===== src/rtl/alsu_arbiter.sv =====
// alsu_arbiter: two-requester round-robin arbiter and sequencer for the shared 3-bit ALSU.
//
// Accepts packed ALSU commands over valid/ready and issues at most one per cycle on a
// registered command bus. Each issue slot is tracked through the ALSU's fixed pipeline, so
// every result comes back tagged with its requester ID and an error flag. A requester can
// lock the grant, which lets shift/rotate sequences run back-to-back on its accumulated `out`.
//
// Ports:
//   clk, rst                  clock, synchronous active-high reset
//   reqN_valid/ready          command handshake for requester N (N = 0, 1)
//   reqN_cmd [15:0]           packed command: op, A, B, cin, serial_in, red_op_A/B,
//                             bypass_A/B, direction
//   reqN_lock                 keep the grant after this command
//   alsu_cmd [15:0]           registered command to the ALSU (IDLE word when nothing issues)
//   alsu_out [5:0]            ALSU result
//   rsp_valid/id/data/err     result strobe, requester ID, result, illegal-command flag
module alsu_arbiter #(
    parameter int unsigned ALSU_LATENCY = 2,
    parameter int unsigned MAX_LOCK     = 8
) (
    input  logic        clk,
    input  logic        rst,
    input  logic        req0_valid,
    output logic        req0_ready,
    input  logic [15:0] req0_cmd,
    input  logic        req0_lock,
    input  logic        req1_valid,
    output logic        req1_ready,
    input  logic [15:0] req1_cmd,
    input  logic        req1_lock,
    output logic [15:0] alsu_cmd,
    input  logic [5:0]  alsu_out,
    output logic        rsp_valid,
    output logic        rsp_id,
    output logic [5:0]  rsp_data,
    output logic        rsp_err
);

    localparam int unsigned Depth = ALSU_LATENCY + 1;
    localparam int unsigned CntW  = $clog2(MAX_LOCK + 1);
    localparam logic [CntW-1:0] MaxCnt = CntW'(MAX_LOCK);
    // bypass_A=1 with A=0: the ALSU drives out=0 and its shift state is not preserved.
    localparam logic [15:0] IdleCmd = 16'h0004;

    typedef enum logic [1:0] {
        StUnlocked,
        StLock0,
        StLock1
    } state_e;

    state_e          state_q, state_d;
    logic            rr_q, rr_d;
    logic [CntW-1:0] lock_cnt_q, lock_cnt_d;
    logic [CntW-1:0] cnt_inc;
    logic [15:0]     alsu_cmd_q, alsu_cmd_d;
    logic [Depth-1:0] trk_vld_q, trk_vld_d;
    logic [Depth-1:0] trk_id_q, trk_id_d;
    logic [Depth-1:0] trk_err_q, trk_err_d;

    logic        hs0, hs1, hs;
    logic        gnt_id;
    logic [15:0] gnt_cmd;
    logic        gnt_lock;
    logic        gnt_err;
    logic [2:0]  gnt_op;
    logic        owner;
    logic        own_valid, own_lock;

    // Readies depend only on state, rr and the valids.
    always_comb begin
        req0_ready = 1'b0;
        req1_ready = 1'b0;
        unique case (state_q)
            StUnlocked: begin
                req0_ready = !rr_q || !req1_valid;
                req1_ready = rr_q || !req0_valid;
            end
            StLock0: req0_ready = 1'b1;
            StLock1: req1_ready = 1'b1;
            default: ;
        endcase
    end

    assign hs0      = req0_valid && req0_ready;
    assign hs1      = req1_valid && req1_ready;
    assign hs       = hs0 || hs1;
    assign gnt_id   = hs1;
    assign gnt_cmd  = hs1 ? req1_cmd : req0_cmd;
    assign gnt_lock = hs1 ? req1_lock : req0_lock;
    assign gnt_op   = gnt_cmd[15:13];
    assign gnt_err  = (gnt_op >= 3'b110) ||
                      ((gnt_cmd[4] || gnt_cmd[3]) && (gnt_op >= 3'b010) &&
                       !gnt_cmd[2] && !gnt_cmd[1]);

    assign owner     = (state_q == StLock1);
    assign own_valid = owner ? req1_valid : req0_valid;
    assign own_lock  = owner ? req1_lock : req0_lock;
    assign cnt_inc   = lock_cnt_q + 1'b1;

    always_comb begin
        state_d    = state_q;
        rr_d       = rr_q;
        lock_cnt_d = lock_cnt_q;
        unique case (state_q)
            StUnlocked: begin
                if (hs) begin
                    rr_d = ~gnt_id;
                    // With MAX_LOCK=1 a locked command is already at its limit.
                    if (gnt_lock && (MAX_LOCK > 1)) begin
                        state_d    = gnt_id ? StLock1 : StLock0;
                        lock_cnt_d = CntW'(1);
                    end
                end
            end
            StLock0, StLock1: begin
                if (hs) begin
                    if (!gnt_lock || (cnt_inc >= MaxCnt)) begin
                        state_d    = StUnlocked;
                        rr_d       = ~owner;
                        lock_cnt_d = '0;
                    end else begin
                        lock_cnt_d = cnt_inc;
                    end
                end else if (!own_valid && !own_lock) begin
                    state_d    = StUnlocked;
                    rr_d       = ~owner;
                    lock_cnt_d = '0;
                end
            end
            default: begin
                state_d    = StUnlocked;
                lock_cnt_d = '0;
            end
        endcase
    end

    // Issue slot tracking: one {valid, id, err} entry per cycle, tail lines up with alsu_out.
    always_comb begin
        alsu_cmd_d   = hs ? gnt_cmd : IdleCmd;
        trk_vld_d[0] = hs;
        trk_id_d[0]  = hs && gnt_id;
        trk_err_d[0] = hs && gnt_err;
        for (int unsigned i = 1; i < Depth; i++) begin
            trk_vld_d[i] = trk_vld_q[i-1];
            trk_id_d[i]  = trk_id_q[i-1];
            trk_err_d[i] = trk_err_q[i-1];
        end
    end

    always_ff @(posedge clk) begin
        if (rst) begin
            state_q    <= StUnlocked;
            rr_q       <= 1'b0;
            lock_cnt_q <= '0;
            alsu_cmd_q <= IdleCmd;
            trk_vld_q  <= '0;
            trk_id_q   <= '0;
            trk_err_q  <= '0;
        end else begin
            state_q    <= state_d;
            rr_q       <= rr_d;
            lock_cnt_q <= lock_cnt_d;
            alsu_cmd_q <= alsu_cmd_d;
            trk_vld_q  <= trk_vld_d;
            trk_id_q   <= trk_id_d;
            trk_err_q  <= trk_err_d;
        end
    end

    assign alsu_cmd  = alsu_cmd_q;
    assign rsp_valid = trk_vld_q[Depth-1];
    assign rsp_id    = trk_id_q[Depth-1];
    assign rsp_err   = trk_err_q[Depth-1];
    assign rsp_data  = rsp_valid ? alsu_out : 6'd0;

endmodule


===== config.mk =====
export PLATFORM = sky130hd
export DESIGN_NAME = alsu_arbiter
export DESIGN_NICKNAME = d
export VERILOG_FILES = /design/src/rtl/alsu_arbiter.sv
export SDC_FILE = /design/constraint.sdc
export NUM_CORES = 1
export LEC_CHECK = 0
export ABC_AREA = 1
export BUFFER_PORTS_ARGS = -buffer_cell sky130_fd_sc_hd__clkbuf_2
export CORE_UTILIZATION = 35
export DETAILED_ROUTE_END_ITERATION = 16
export GPL_ROUTABILITY_DRIVEN = 0
export SLEW_MARGIN = 20
export SYNTH_ARGS = -nofsm -noshare
export SYNTH_HDL_FRONTEND = slang
export SYNTH_SLANG_ARGS = --single-unit

===== constraint.sdc =====
create_clock -name clk -period 3.8 [get_ports clk]
set_input_delay 0.38 -clock clk [delete_from_list [all_inputs] [get_ports clk]]
set_output_delay 0.38 -clock clk [all_outputs]
set_load 0.02 [all_outputs]

==> results of run 1 <==
-- flip-flops by register name, indices dropped and copies added, names as in the netlist --
name        flops
lock_cnt_q      4
state_q         2
trk_id_q        3
alsu_cmd       16
rr_q            1
trk_vld_q       3
trk_err_q       3
-- cell families after synthesis --
| logic type | Yosys count | synth area share [%] |
|---|---|---|
| flops | 32 | 43.5 |
| compound gates | 24 | 8.83 |
| buf+inv | 38 | 10.6 |
| xor+xnor | 1 | 0.594 |
| fa+ha+maj | 6 | 5.09 |
| simple gates | 107 | 31.4 |
-- through the flow --
step | hold WS [ns] | util [%] | cells | power (mW)
3_5_place_dp | 0.394 | 46.0 | 323 | 1.27
4_1_cts | 0.327 | 48.7 | 331 | 1.59
3_3_place_gp | 0.389 | 46.0 | 323 | 1.27
2_1_floorplan | 0.388 | - | 208 | 1.09
6_report | 0.331 | 48.7 | 331 | 1.58
5_1_grt | 0.331 | 48.7 | 331 | 1.72
-- worst min-delay path: cells and delay by family --
kind / cells / cell delay (ns)
buffers and inverters: 1 / 0.08
and+or+nand+nor: 1 / 0.05
AOI/OAI and AO/OA: 1 / 0.05
-- metal layers --
metal / track usage (%) / share of wire [%]
met5: 0 / 0
met4: 5.59 / 0.83
met3: 3.08 / 6.2
met2: 24.9 / 46
met1: 19.3 / 47
-- where the power goes --
| group | leakage [nW] | switching (mW) | internal [mW] |
|---|---|---|---|
| sequential | 0.262 | 0.0353 | 0.416 |
| combinational | 0.768 | 0.551 | 0.260 |
| clock | 0.0552 | 0.121 | 0.194 |
| total | 1.08 | 0.707 | 0.870 |
-- layout make-up --
type	count	share of cell area, %
clock buffers	6	3.70
clock inverters	2	1.79
inverters	33	6.31
multi-input cells	138	34.5
flip-flops and latches	32	32.7
well taps	50	3.19
repair buffers	70	17.9
-- worst paths after layout --
check	startpoint	to	slack, ns
hold reg to reg	trk_id_q[1]	trk_id_q[2]	0.40
setup / recovery	state_q[0]	trk_err_q[0]	1.79
hold / removal	req1_cmd[0]	alsu_cmd[0]	0.33
setup reg to reg	state_q[0]	trk_err_q[0]	1.79
-- cell usage in the layout (no fill, tap or decap), drive strengths merged --
master  synthesis  routed
bufinv          0       1
or2             4       4
clkinv          1       2
o21ai           7       7
dfxtp          32      32
o211ai          1       1
nor2           23      23
nand2          68      68
nand3b          1       1
xor2            1       1
clkbuf          1      76
o22ai           1       1
ha              6       6
nand3           9       9
nor3            1       1
nand4           1       1
inv            32      32
a21oi          15      15
==> metrics.txt, run 1 <==
# TYPE chip_impl_metric gauge
chip_impl_metric{name="maxSlewHeadroom",unit="%"} 77.5
chip_impl_metric{name="cap_violations",unit=""} 0
chip_impl_metric{name="synth-seq-cells",unit=""} 32
chip_impl_info{name="post-synth-top-area-cell",value="dfxtp_1"} 1
chip_impl_metric{name="finalCriticalPeriod",unit="ns"} 2.01
chip_impl_metric{name="seqCellArea",unit="um^2"} 641
chip_impl_metric{name="route.vias.total",unit=""} 1429
chip_impl_info{name="rsz0062_at_grt",value="false"} 1
chip_impl_metric{name="post_route_setup_tns",unit="ns"} 0
chip_impl_metric{name="initial_utilization",unit="%"} 36.6
chip_impl_info{name="min-delay-path-class",value="in2reg"} 1
chip_impl_metric{name="post_cts_resize_count",unit=""} 0
chip_impl_metric{name="timing_worst_slew_pin_value",unit="ns"} 0.336
chip_impl_info{name="cp_top_family",value="simple AND/OR/NAND/NOR gates"} 1
chip_impl_metric{name="leakage",unit="nW"} 1.08
chip_impl_metric{name="syn_inst",unit=""} 208
chip_impl_metric{name="drt-wirelength-per-cell",unit="um"} 9.85
chip_impl_metric{name="clkSinkCount",unit=""} 32
chip_impl_metric{name="synth_edf_count",unit=""} 0
chip_impl_info{name="cp-end-kind",value="flop"} 1
chip_impl_info{name="most_instantiated_library_cell_after_synthesis",value="nand2_1"} 1
chip_impl_metric{name="ctsHtreeMaxLevel",unit=""} 2
chip_impl_info{name="ys.flop_type",value="dfxtp_1"} 1
chip_impl_metric{name="post_route_cells_drive_above_1_share",unit="%"} 31.7
chip_impl_metric{name="syn_avg_cell_area",unit="um^2"} 7.09
chip_impl_metric{name="ys_warn_count",unit=""} 0
chip_impl_metric{name="setup_slack",unit="ns"} 1.79
chip_impl_info{name="yosys-top-cells-area",value="dfxtp_1, nand2_1, inv_1, nor2_1, a21oi_1"} 1
chip_impl_metric{name="insertion_delay",unit="ns"} 0.28
chip_impl_metric{name="die_height",unit="um"} 66.9
chip_impl_info{name="worstPathCellList",value="inv_1 > ha_1 > nand2_1 > clkinv_1 > nand2_2 > nand2_4 > nand2_4 > inv_2 > o21ai_0 > nand2_1 > nand2_1 > o22ai_2"} 1
chip_impl_metric{name="mappedNetlistArea",unit="um^2"} 1470
chip_impl_metric{name="post-route-cell-area",unit="um^2"} 1960
chip_impl_metric{name="cts-buffers-inserted",unit=""} 5
chip_impl_metric{name="layout-area-overhead-vs-synth",unit="%"} 33.1
chip_impl_info{name="cts_root_buf",value="clkbuf_8"} 1
chip_impl_metric{name="critical_path_buf_inv_count",unit=""} 3
chip_impl_metric{name="finalClockSkew",unit="ns"} 0.00784
chip_impl_metric{name="hold_violations",unit=""} 0
chip_impl_metric{name="setup_viol_count_final",unit=""} 0
chip_impl_metric{name="post_cts_hold_buffer_count",unit=""} 0
chip_impl_metric{name="multiInputGateArea",unit="um^2"} 677
chip_impl_metric{name="groute.usage.overall",unit="%"} 15.2
chip_impl_metric{name="floorplan.die_area",unit="um^2"} 4470
chip_impl_metric{name="drt-initial-drc-count",unit=""} 58
chip_impl_metric{name="place.detailed.hpwl",unit="mm"} 2.53
chip_impl_metric{name="num-fill-cells",unit=""} 449
chip_impl_metric{name="critical_path_depth",unit=""} 12
chip_impl_metric{name="synth.yosys.seq_area_share",unit="%"} 43.5
chip_impl_metric{name="achievable-frequency",unit="MHz"} 497
chip_impl_metric{name="min_period_over_period",unit="%"} 53.0
chip_impl_metric{name="grt_pass1_vias",unit=""} 1252
chip_impl_metric{name="post-place-ws",unit="ns"} 1.78
chip_impl_metric{name="row_count",unit=""} 23
chip_impl_metric{name="coreArea",unit="um^2"} 4030
chip_impl_metric{name="synth_cell_types",unit=""} 27
chip_impl_info{name="setup.worst_path.class",value="reg2reg"} 1
chip_impl_metric{name="globalRouteOverflowTotal",unit=""} 0
chip_impl_info{name="worst_path_most_repeated_cell",value="nand2_1"} 1
chip_impl_info{name="netlist_top_cells_count",value="nand2_1, dfxtp_1, inv_1"} 1
chip_impl_metric{name="pwr_density_cell",unit="nW/um^2"} 804
chip_impl_metric{name="worst_setup_hold_path_clk_slew",unit="ns"} 0.07
chip_impl_metric{name="die_width",unit="um"} 66.9
chip_impl_metric{name="timing.hold.worst_path_depth",unit=""} 3
chip_impl_metric{name="grt_pass1_wl",unit="mm"} 5.20
chip_impl_metric{name="io_buffer_count",unit=""} 70
chip_impl_metric{name="final_net_count",unit=""} 330
chip_impl_metric{name="synth_largest_type_area_fraction",unit="%"} 43.5
chip_impl_metric{name="diodes_inserted",unit=""} 0
chip_impl_info{name="result_of_the_run",value="complete, no violations"} 1
chip_impl_metric{name="asyncSetResetFlopFracSynth",unit="%"} 0
chip_impl_metric{name="placement.cell_area",unit="um^2"} 1850
chip_impl_metric{name="rr_worst_depth",unit=""} 12
chip_impl_metric{name="worst_path_largest_cell_delay",unit="ns"} 0.38
chip_impl_metric{name="drt-total-wl",unit="mm"} 3.26
chip_impl_metric{name="cts.repair_timing.setup_buffer_count",unit=""} 0
chip_impl_metric{name="antenna_found_initial",unit=""} 0
chip_impl_metric{name="synthesis.nets",unit=""} 258
chip_impl_info{name="tritoncts_clock_tree",value="yes"} 1
chip_impl_metric{name="detail_route.vias_per_cell",unit=""} 4.32
chip_impl_metric{name="ant_nets",unit=""} 0
chip_impl_metric{name="grt_start_max_net_pins",unit=""} 25
chip_impl_info{name="worst_setup_path_start_kind",value="flop"} 1
chip_impl_metric{name="crit_fanout",unit=""} 24
chip_impl_metric{name="worst_ep_required_time",unit="ns"} 3.96
chip_impl_metric{name="critical_path_arrival",unit="ns"} 2.17
chip_impl_metric{name="top_level_ports",unit=""} 71
chip_impl_metric{name="drt_drc_violations_left",unit=""} 0
chip_impl_metric{name="drt_pass1_iterations",unit=""} 5
chip_impl_info{name="timing.critical_path.slowest_stage_cell",value="dfxtp_1"} 1
chip_impl_metric{name="ir_worst_vdd",unit="mV"} 0.420
chip_impl_metric{name="count_of_final_max_slew_check_failures",unit=""} 0
chip_impl_metric{name="clock_tree.buffer_depth",unit=""} 2
Note: power is estimated with default switching activity, not from simulation.
==> inputs of run 2 (changes only) <==
==> constraint.sdc (replaced) <==
create_clock -name clk -period 2 [get_ports clk]
set_input_delay 0.2 -clock clk [delete_from_list [all_inputs] [get_ports clk]]
set_output_delay 0.2 -clock clk [all_outputs]
set_load 0.02 [all_outputs]
==> run 2 against run 1 <==
  * Setup slack worse by 1.7 ns
  * Cell area is 1.8% higher
  * Largest power group unchanged
  * Combinational power is 100% higher
  * Global-route usage is 0.63 points higher
  * Sequential share of layout area is 0.51 points lower
  * Sequential cell count stayed put
  * Power is 96% higher
  * Via count is 1.6% higher
  * Non-clock buffer count is 3 higher
  * Clock skew is 0.00096 ns lower
==> metrics.txt, run 2 (synthesis gave the netlist of run 1 again) <==
# TYPE chip_impl_metric gauge
chip_impl_metric{name="drt-initial-drc-count",unit=""} 46
chip_impl_metric{name="maxSlewHeadroom",unit="%"} 75.4
chip_impl_metric{name="crit_fanout",unit=""} 4
chip_impl_metric{name="layout-area-overhead-vs-synth",unit="%"} 35.5
chip_impl_metric{name="die_width",unit="um"} 66.9
chip_impl_metric{name="hold_violations",unit=""} 0
chip_impl_metric{name="antenna_found_initial",unit=""} 0
chip_impl_info{name="min-delay-path-class",value="in2reg"} 1
chip_impl_metric{name="finalClockSkew",unit="ns"} 0.00688
chip_impl_metric{name="min_period_over_period",unit="%"} 93.4
chip_impl_metric{name="count_of_final_max_slew_check_failures",unit=""} 0
chip_impl_metric{name="seq_power_share",unit="%"} 27.8
chip_impl_info{name="tritoncts_clock_tree",value="yes"} 1
chip_impl_metric{name="route.vias.total",unit=""} 1452
chip_impl_metric{name="cts-buffers-inserted",unit=""} 5
chip_impl_info{name="cts_root_buf",value="clkbuf_8"} 1
chip_impl_metric{name="grt_start_max_net_pins",unit=""} 18
chip_impl_metric{name="row_count",unit=""} 23
chip_impl_metric{name="timing.reg2reg.setup_slack",unit="ns"} 0.13
chip_impl_metric{name="clock_tree.buffer_depth",unit=""} 2
chip_impl_metric{name="switching_power",unit="mW"} 1.38
chip_impl_metric{name="initial_utilization",unit="%"} 36.6
chip_impl_metric{name="post-place-ws",unit="ns"} 0.100
chip_impl_metric{name="insertion_delay",unit="ns"} 0.28
chip_impl_metric{name="drt-wirelength-per-cell",unit="um"} 9.72
chip_impl_metric{name="finalCriticalPeriod",unit="ns"} 1.87
chip_impl_metric{name="worst_setup_hold_path_clk_slew",unit="ns"} 0.07
chip_impl_metric{name="top_level_ports",unit=""} 71
chip_impl_metric{name="detail_route.vias_per_cell",unit=""} 4.35
chip_impl_metric{name="finalHoldWorstSlack",unit="ns"} 0.137
chip_impl_metric{name="achievable-frequency",unit="MHz"} 536
chip_impl_metric{name="coreArea",unit="um^2"} 4030
chip_impl_metric{name="setup_viol_count_final",unit=""} 0
chip_impl_metric{name="globalRouteOverflowTotal",unit=""} 0
chip_impl_metric{name="io_buffer_count",unit=""} 70
chip_impl_metric{name="internal_power",unit="mW"} 1.71
chip_impl_metric{name="worst_ep_required_time",unit="ns"} 2.17
chip_impl_metric{name="floorplan.die_area",unit="um^2"} 4470
chip_impl_metric{name="timing_worst_slew_pin_value",unit="ns"} 0.367
chip_impl_metric{name="power.switching_fraction",unit="%"} 44.7
chip_impl_metric{name="stdcell_count",unit=""} 334
chip_impl_metric{name="ir_worst_vdd",unit="mV"} 0.958
chip_impl_info{name="rsz0062_at_grt",value="false"} 1
chip_impl_metric{name="drt_pass1_iterations",unit=""} 5
chip_impl_metric{name="leakage",unit="nW"} 1.09
chip_impl_metric{name="grt_pass1_wl",unit="mm"} 5.24
chip_impl_metric{name="placedCellCount",unit=""} 326
chip_impl_info{name="worstReg2RegStart",value="state_q[1]"} 1
chip_impl_info{name="result_of_the_run",value="complete, no violations"} 1
chip_impl_metric{name="drt_drc_violations_left",unit=""} 0
chip_impl_metric{name="place.detailed.hpwl",unit="mm"} 2.47
chip_impl_metric{name="max_reg_flops",unit=""} 16
chip_impl_metric{name="final_net_count",unit=""} 333
chip_impl_metric{name="diodes_inserted",unit=""} 0
chip_impl_metric{name="critical_path_arrival",unit="ns"} 2.04
chip_impl_info{name="cp-end-kind",value="flop"} 1
chip_impl_metric{name="post_route_setup_tns",unit="ns"} 0
chip_impl_metric{name="pwr_density_cell",unit="nW/um^2"} 1550
chip_impl_info{name="final_cell_mix",value="clkbuf_2, nand2_1, inv_1, dfxtp_1, nor2_1"} 1
chip_impl_metric{name="clkSinkCount",unit=""} 32
chip_impl_metric{name="clock_power_share",unit="%"} 19.7
chip_impl_metric{name="drt-total-wl",unit="mm"} 3.25
chip_impl_metric{name="grt_pass1_vias",unit=""} 1220
chip_impl_info{name="layout_commonest_cell",value="clkbuf_2"} 1
chip_impl_info{name="worst_setup_path_start_kind",value="flop"} 1
chip_impl_metric{name="groute.usage.overall",unit="%"} 15.8
chip_impl_metric{name="post_route_cells_drive_above_1_share",unit="%"} 32.7
chip_impl_metric{name="comb_power_share",unit="%"} 52.5
chip_impl_metric{name="ant_nets",unit=""} 0
chip_impl_metric{name="num-fill-cells",unit=""} 410
chip_impl_metric{name="cts.repair_timing.setup_buffer_count",unit=""} 0
chip_impl_info{name="critical_path.startpoint",value="state_q[1]"} 1
chip_impl_info{name="setup.worst_path.class",value="reg2reg"} 1
chip_impl_info{name="launch_point_of_the_worst_hold_path",value="req1_cmd[5]"} 1
chip_impl_metric{name="ctsHtreeMaxLevel",unit=""} 2
chip_impl_metric{name="cap_violations",unit=""} 0
chip_impl_metric{name="setup_slack",unit="ns"} 0.133
chip_impl_metric{name="die_height",unit="um"} 66.9
[run 2: per-layer routing]
layer / GRT usage [%] / part of all wire [%]
met2: 25.3 / 45
met3: 4.79 / 6.9
met4: 7.18 / 0.83
met1: 19.2 / 47
met5: 0 / 0
[run 2: what timing repair did]
item,CTS,global route
hold buffers,0,0
gates resized for setup,0,6
setup endpoints to repair,0,5
[run 2: final cells by class]
cell class	instances	area (um^2)	area share [%]
multi-input combinational	138	686	34.3
sequential	32	642	32.1
timing repair buffer	73	373	18.7
inverter	33	126	6.33
clock buffer	6	72.6	3.63
tap	50	62.6	3.13
clock inverter	2	35.0	1.75
[run 2: metrics by stage]
| stage | power [mW] | util [%] | cell area, um^2 |
|---|---|---|---|
| 2_1_floorplan | 2.07 | - | 1470 |
| 3_3_place_gp | 2.45 | 46.6 | 1880 |
| 3_5_place_dp | 2.45 | 46.6 | 1880 |
| 4_1_cts | 3.07 | 49.3 | 1980 |
| 5_1_grt | 3.38 | 49.6 | 2000 |
| 6_report | 3.09 | 49.6 | 2000 |
[run 2: worst max-delay path, cell delays in order (launching register included)]
cell      delay, ns
dfxtp_1        0.38
inv_1          0.09
ha_1           0.21
nand2_1        0.07
clkinv_1       0.08
nand2_2        0.08
nand2_4        0.08
nand3b_1       0.08
nand2_1        0.07
nor2_1         0.32
nor2_2         0.10
o21ai_1        0.13
nor2_1         0.04
[run 2: power groups by stage]
stage               Clock (mW)  Combinational, mW  Sequential [mW]
finish                   0.609               1.62            0.858
global route             0.656               1.84            0.879
CTS                      0.626               1.59            0.857
detailed placement           0               1.58            0.871
global placement             0               1.58            0.870
floorplan                    0               1.12            0.957
[run 2: final timing paths]
check | to | cells after the start
setup reg to reg | state_q[0] | 12
setup / recovery | state_q[0] | 12
hold reg to reg | trk_vld_q[2] | 2
hold / removal | alsu_cmd[5] | 3
==> inputs of run 3 (changes only) <==
--- a/config.mk
+++ b/config.mk
@@ -5,11 +5,10 @@
 export SDC_FILE = /design/constraint.sdc
 export NUM_CORES = 1
 export LEC_CHECK = 0
-export ABC_AREA = 1
+export ABC_AREA = 0
 export BUFFER_PORTS_ARGS = -buffer_cell sky130_fd_sc_hd__clkbuf_2
 export CORE_UTILIZATION = 35
 export DETAILED_ROUTE_END_ITERATION = 16
-export GPL_ROUTABILITY_DRIVEN = 0
 export SLEW_MARGIN = 20
 export SYNTH_ARGS = -nofsm -noshare
 export SYNTH_HDL_FRONTEND = slang
==> run 3 against run 2 <==
  * Count of clock-buffer cells in the layout unchanged
  * Hold slack worse by 0.013 ns
  * Combinational power up 28%
  * Via count down 0.14%
  * Clock skew about the same
  * Wire length up 14%
  * Cell count down 9.3%
  * Synthesized area down 1.2%
  * Critical endpoint is now state_q[1]
  * Largest cell class unchanged
  * Highest routed layer unchanged
==> metrics.txt, run 3 <==
# TYPE chip_impl_metric gauge
chip_impl_info{name="result_of_the_run",value="complete, no violations"} 1
chip_impl_info{name="yosys-top-cells-area",value="dfxtp_1, nand2_1, a21oi_1, ha_1, mux2i_1"} 1
chip_impl_metric{name="floorplan.die_area",unit="um^2"} 4420
chip_impl_info{name="setup.worst_path.class",value="reg2reg"} 1
chip_impl_info{name="post-synth-top-area-cell",value="dfxtp_1"} 1
chip_impl_info{name="most_instantiated_library_cell_after_synthesis",value="nand2_1"} 1
chip_impl_metric{name="synth.yosys.seq_area_share",unit="%"} 44.0
chip_impl_info{name="cp-end-kind",value="flop"} 1
chip_impl_metric{name="synth_cell_types",unit=""} 38
chip_impl_metric{name="pwr_density_cell",unit="nW/um^2"} 1700
chip_impl_metric{name="ir_worst_vdd",unit="mV"} 0.854
chip_impl_metric{name="final_net_count",unit=""} 302
chip_impl_metric{name="critical_path_arrival",unit="ns"} 2.13
chip_impl_info{name="netlist_top_cells_count",value="nand2_1, dfxtp_1, a21oi_1"} 1
chip_impl_metric{name="min_period_over_period",unit="%"} 98.5
chip_impl_metric{name="syn_avg_cell_area",unit="um^2"} 8.67
chip_impl_metric{name="post_route_setup_tns",unit="ns"} 0
chip_impl_metric{name="clock_tree.buffer_depth",unit=""} 2
chip_impl_metric{name="synth-seq-cells",unit=""} 32
chip_impl_metric{name="finalClockSkew",unit="ns"} 0.00724
chip_impl_metric{name="leakage",unit="nW"} 1.05
chip_impl_metric{name="groute.usage.overall",unit="%"} 17.3
chip_impl_metric{name="max_reg_flops",unit=""} 16
chip_impl_metric{name="timing_worst_slew_pin_value",unit="ns"} 0.395
chip_impl_metric{name="route.vias.total",unit=""} 1450
chip_impl_info{name="tritoncts_clock_tree",value="yes"} 1
chip_impl_metric{name="count_of_final_max_slew_check_failures",unit=""} 0
chip_impl_metric{name="grt_pass1_vias",unit=""} 1387
chip_impl_metric{name="seq_power_share",unit="%"} 25.9
chip_impl_metric{name="hold_violations",unit=""} 0
chip_impl_metric{name="asyncSetResetFlopFracSynth",unit="%"} 0
chip_impl_metric{name="gp_congestion",unit=""} 0.936
chip_impl_metric{name="worst_ep_required_time",unit="ns"} 2.16
chip_impl_info{name="ys.flop_type",value="dfxtp_1"} 1
chip_impl_metric{name="seqCellArea",unit="um^2"} 648
chip_impl_metric{name="worst_setup_hold_path_clk_slew",unit="ns"} 0.07
chip_impl_metric{name="placement.cell_area",unit="um^2"} 1920
chip_impl_metric{name="io_buffer_count",unit=""} 70
chip_impl_metric{name="drt-total-wl",unit="mm"} 3.71
chip_impl_metric{name="ant_nets",unit=""} 0
chip_impl_info{name="cts_root_buf",value="clkbuf_8"} 1
chip_impl_info{name="worst_setup_path_start_kind",value="flop"} 1
chip_impl_metric{name="coreArea",unit="um^2"} 4000
chip_impl_info{name="min-delay-path-class",value="in2reg"} 1
chip_impl_metric{name="power.switching_fraction",unit="%"} 41.4
chip_impl_metric{name="final_core_util",unit="%"} 53.3
chip_impl_metric{name="ys_warn_count",unit=""} 0
chip_impl_info{name="final_cell_mix",value="clkbuf_2, nand2_1, dfxtp_1"} 1
chip_impl_metric{name="internal_power",unit="mW"} 2.12
chip_impl_metric{name="finalHoldWorstSlack",unit="ns"} 0.124
chip_impl_metric{name="mappedNetlistArea",unit="um^2"} 1460
chip_impl_metric{name="row_count",unit=""} 23
chip_impl_metric{name="top_level_ports",unit=""} 71
chip_impl_metric{name="synth_largest_type_area_fraction",unit="%"} 44.0
chip_impl_metric{name="initial_utilization",unit="%"} 36.4
chip_impl_metric{name="insertion_delay",unit="ns"} 0.29
chip_impl_metric{name="maxSlewHeadroom",unit="%"} 73.7
chip_impl_metric{name="detail_route.vias_per_cell",unit=""} 4.79
chip_impl_info{name="rsz0062_at_grt",value="true"} 1
chip_impl_metric{name="post-route-cell-area",unit="um^2"} 2130
chip_impl_metric{name="layout-area-overhead-vs-synth",unit="%"} 46.3
chip_impl_metric{name="post_route_cells_drive_above_1_share",unit="%"} 42.7
chip_impl_metric{name="setup_viol_count_final",unit=""} 0
chip_impl_metric{name="clock_power_share",unit="%"} 16.9
chip_impl_metric{name="synth_edf_count",unit=""} 0
chip_impl_metric{name="finalCriticalPeriod",unit="ns"} 1.97
chip_impl_metric{name="syn_inst",unit=""} 168
chip_impl_metric{name="comb_power_share",unit="%"} 57.2
chip_impl_metric{name="drt_drc_violations_left",unit=""} 0
chip_impl_metric{name="globalRouteOverflowTotal",unit=""} 0
chip_impl_metric{name="achievable-frequency",unit="MHz"} 508
chip_impl_info{name="layout_commonest_cell",value="clkbuf_2"} 1
chip_impl_metric{name="clkSinkCount",unit=""} 32
chip_impl_metric{name="grt_start_max_net_pins",unit=""} 21
chip_impl_metric{name="diodes_inserted",unit=""} 0
chip_impl_metric{name="die_width",unit="um"} 66.5
chip_impl_metric{name="drt_pass1_iterations",unit=""} 6
chip_impl_metric{name="antenna_found_initial",unit=""} 0
chip_impl_metric{name="synthesis.nets",unit=""} 218
chip_impl_metric{name="drt-initial-drc-count",unit=""} 76
chip_impl_metric{name="place.detailed.hpwl",unit="mm"} 2.59
chip_impl_metric{name="crit_fanout",unit=""} 5
chip_impl_metric{name="multiInputGateArea",unit="um^2"} 812
chip_impl_metric{name="grt_pass1_wl",unit="mm"} 5.73
chip_impl_metric{name="cap_violations",unit=""} 0
chip_impl_metric{name="num-fill-cells",unit=""} 359
chip_impl_metric{name="drt-wirelength-per-cell",unit="um"} 12.2
chip_impl_metric{name="cts-buffers-inserted",unit=""} 5
chip_impl_metric{name="die_height",unit="um"} 66.5
chip_impl_metric{name="switching_power",unit="mW"} 1.50
chip_impl_metric{name="ctsHtreeMaxLevel",unit=""} 2
run 3: worst max-delay path: stages (launching register included):
cell and delay, ns:
dfxtp_4 0.39, inv_6 0.05, ha_1 0.21, a31oi_1 0.15, buf_4 0.15, a211oi_4 0.04
buf_6 0.13, a21oi_4 0.15, nor4_1 0.07, or4_1 0.52
run 3: timing repair:
| action | 4_1_cts | 5_1_grt |
|---|---|---|
| cloned | 0 | 0 |
| hold buffers | 0 | 0 |
| pin swaps | 0 | 7 |
| buffers inserted | 1 | 3 |
| resized for setup | 3 | 12 |
| setup endpoints to repair | 2 | 3 |
run 3: area by class of cell:
class	instances	area share (%)
clock inverter	2	1.64
tap	50	2.94
multi-input combinational	123	38.1
clock buffer	6	3.41
sequential	32	30.4
timing repair buffer	86	22.4
inverter	4	1.06
run 3: logic make-up after synthesis:
family | after synthesis | synth area share [%]
and+or+nand+nor | 80 | 26.9
DFF | 32 | 44.0
AOI/OAI and AO/OA | 30 | 15.1
buffers and inverters | 13 | 4.12
adders and majority gates | 7 | 5.84
muxes | 5 | 3.44
xor gates and xnor gates | 1 | 0.601
run 3: path summary, 6_finish.rpt:
check / from / to / slack, ns / cells after the start
max reg2reg: state_q[1] / state_q[1] / 0.03 / 9
max: state_q[1] / state_q[1] / 0.03 / 9
min reg2reg: trk_id_q[1] / trk_id_q[2] / 0.43 / 1
min: req1_cmd[5] / alsu_cmd[5] / 0.12 / 3
run 3: power by group through the flow:
stage	Sequential, mW	Combinational [mW]	Clock, mW
after floorplan	1.09	1.09	0
after global placement	0.923	1.86	0
after detailed placement	0.930	1.85	0
after CTS	0.919	1.90	0.620
after global routing	0.957	2.25	0.646
final	0.935	2.07	0.612
run 3: stage by stage:
step / worst slack [ns] / power [mW] / instances
after CTS: 0.0151 / 3.44 / 300
after global routing: -0.0303 / 3.85 / 303
after floorplan: -0.104 / 2.17 / 168
final: 0.0306 / 3.61 / 303
after detailed placement: -0.0258 / 2.78 / 291
after global placement: 0.0310 / 2.78 / 291
run 3: routing by layer:
layer | global-route usage [%] | part of all wire (%)
met1 | 20.2 | 44
met2 | 28.3 | 48
met3 | 4.45 | 6.1
met4 | 10.1 | 1.6
met5 | 0 | 0
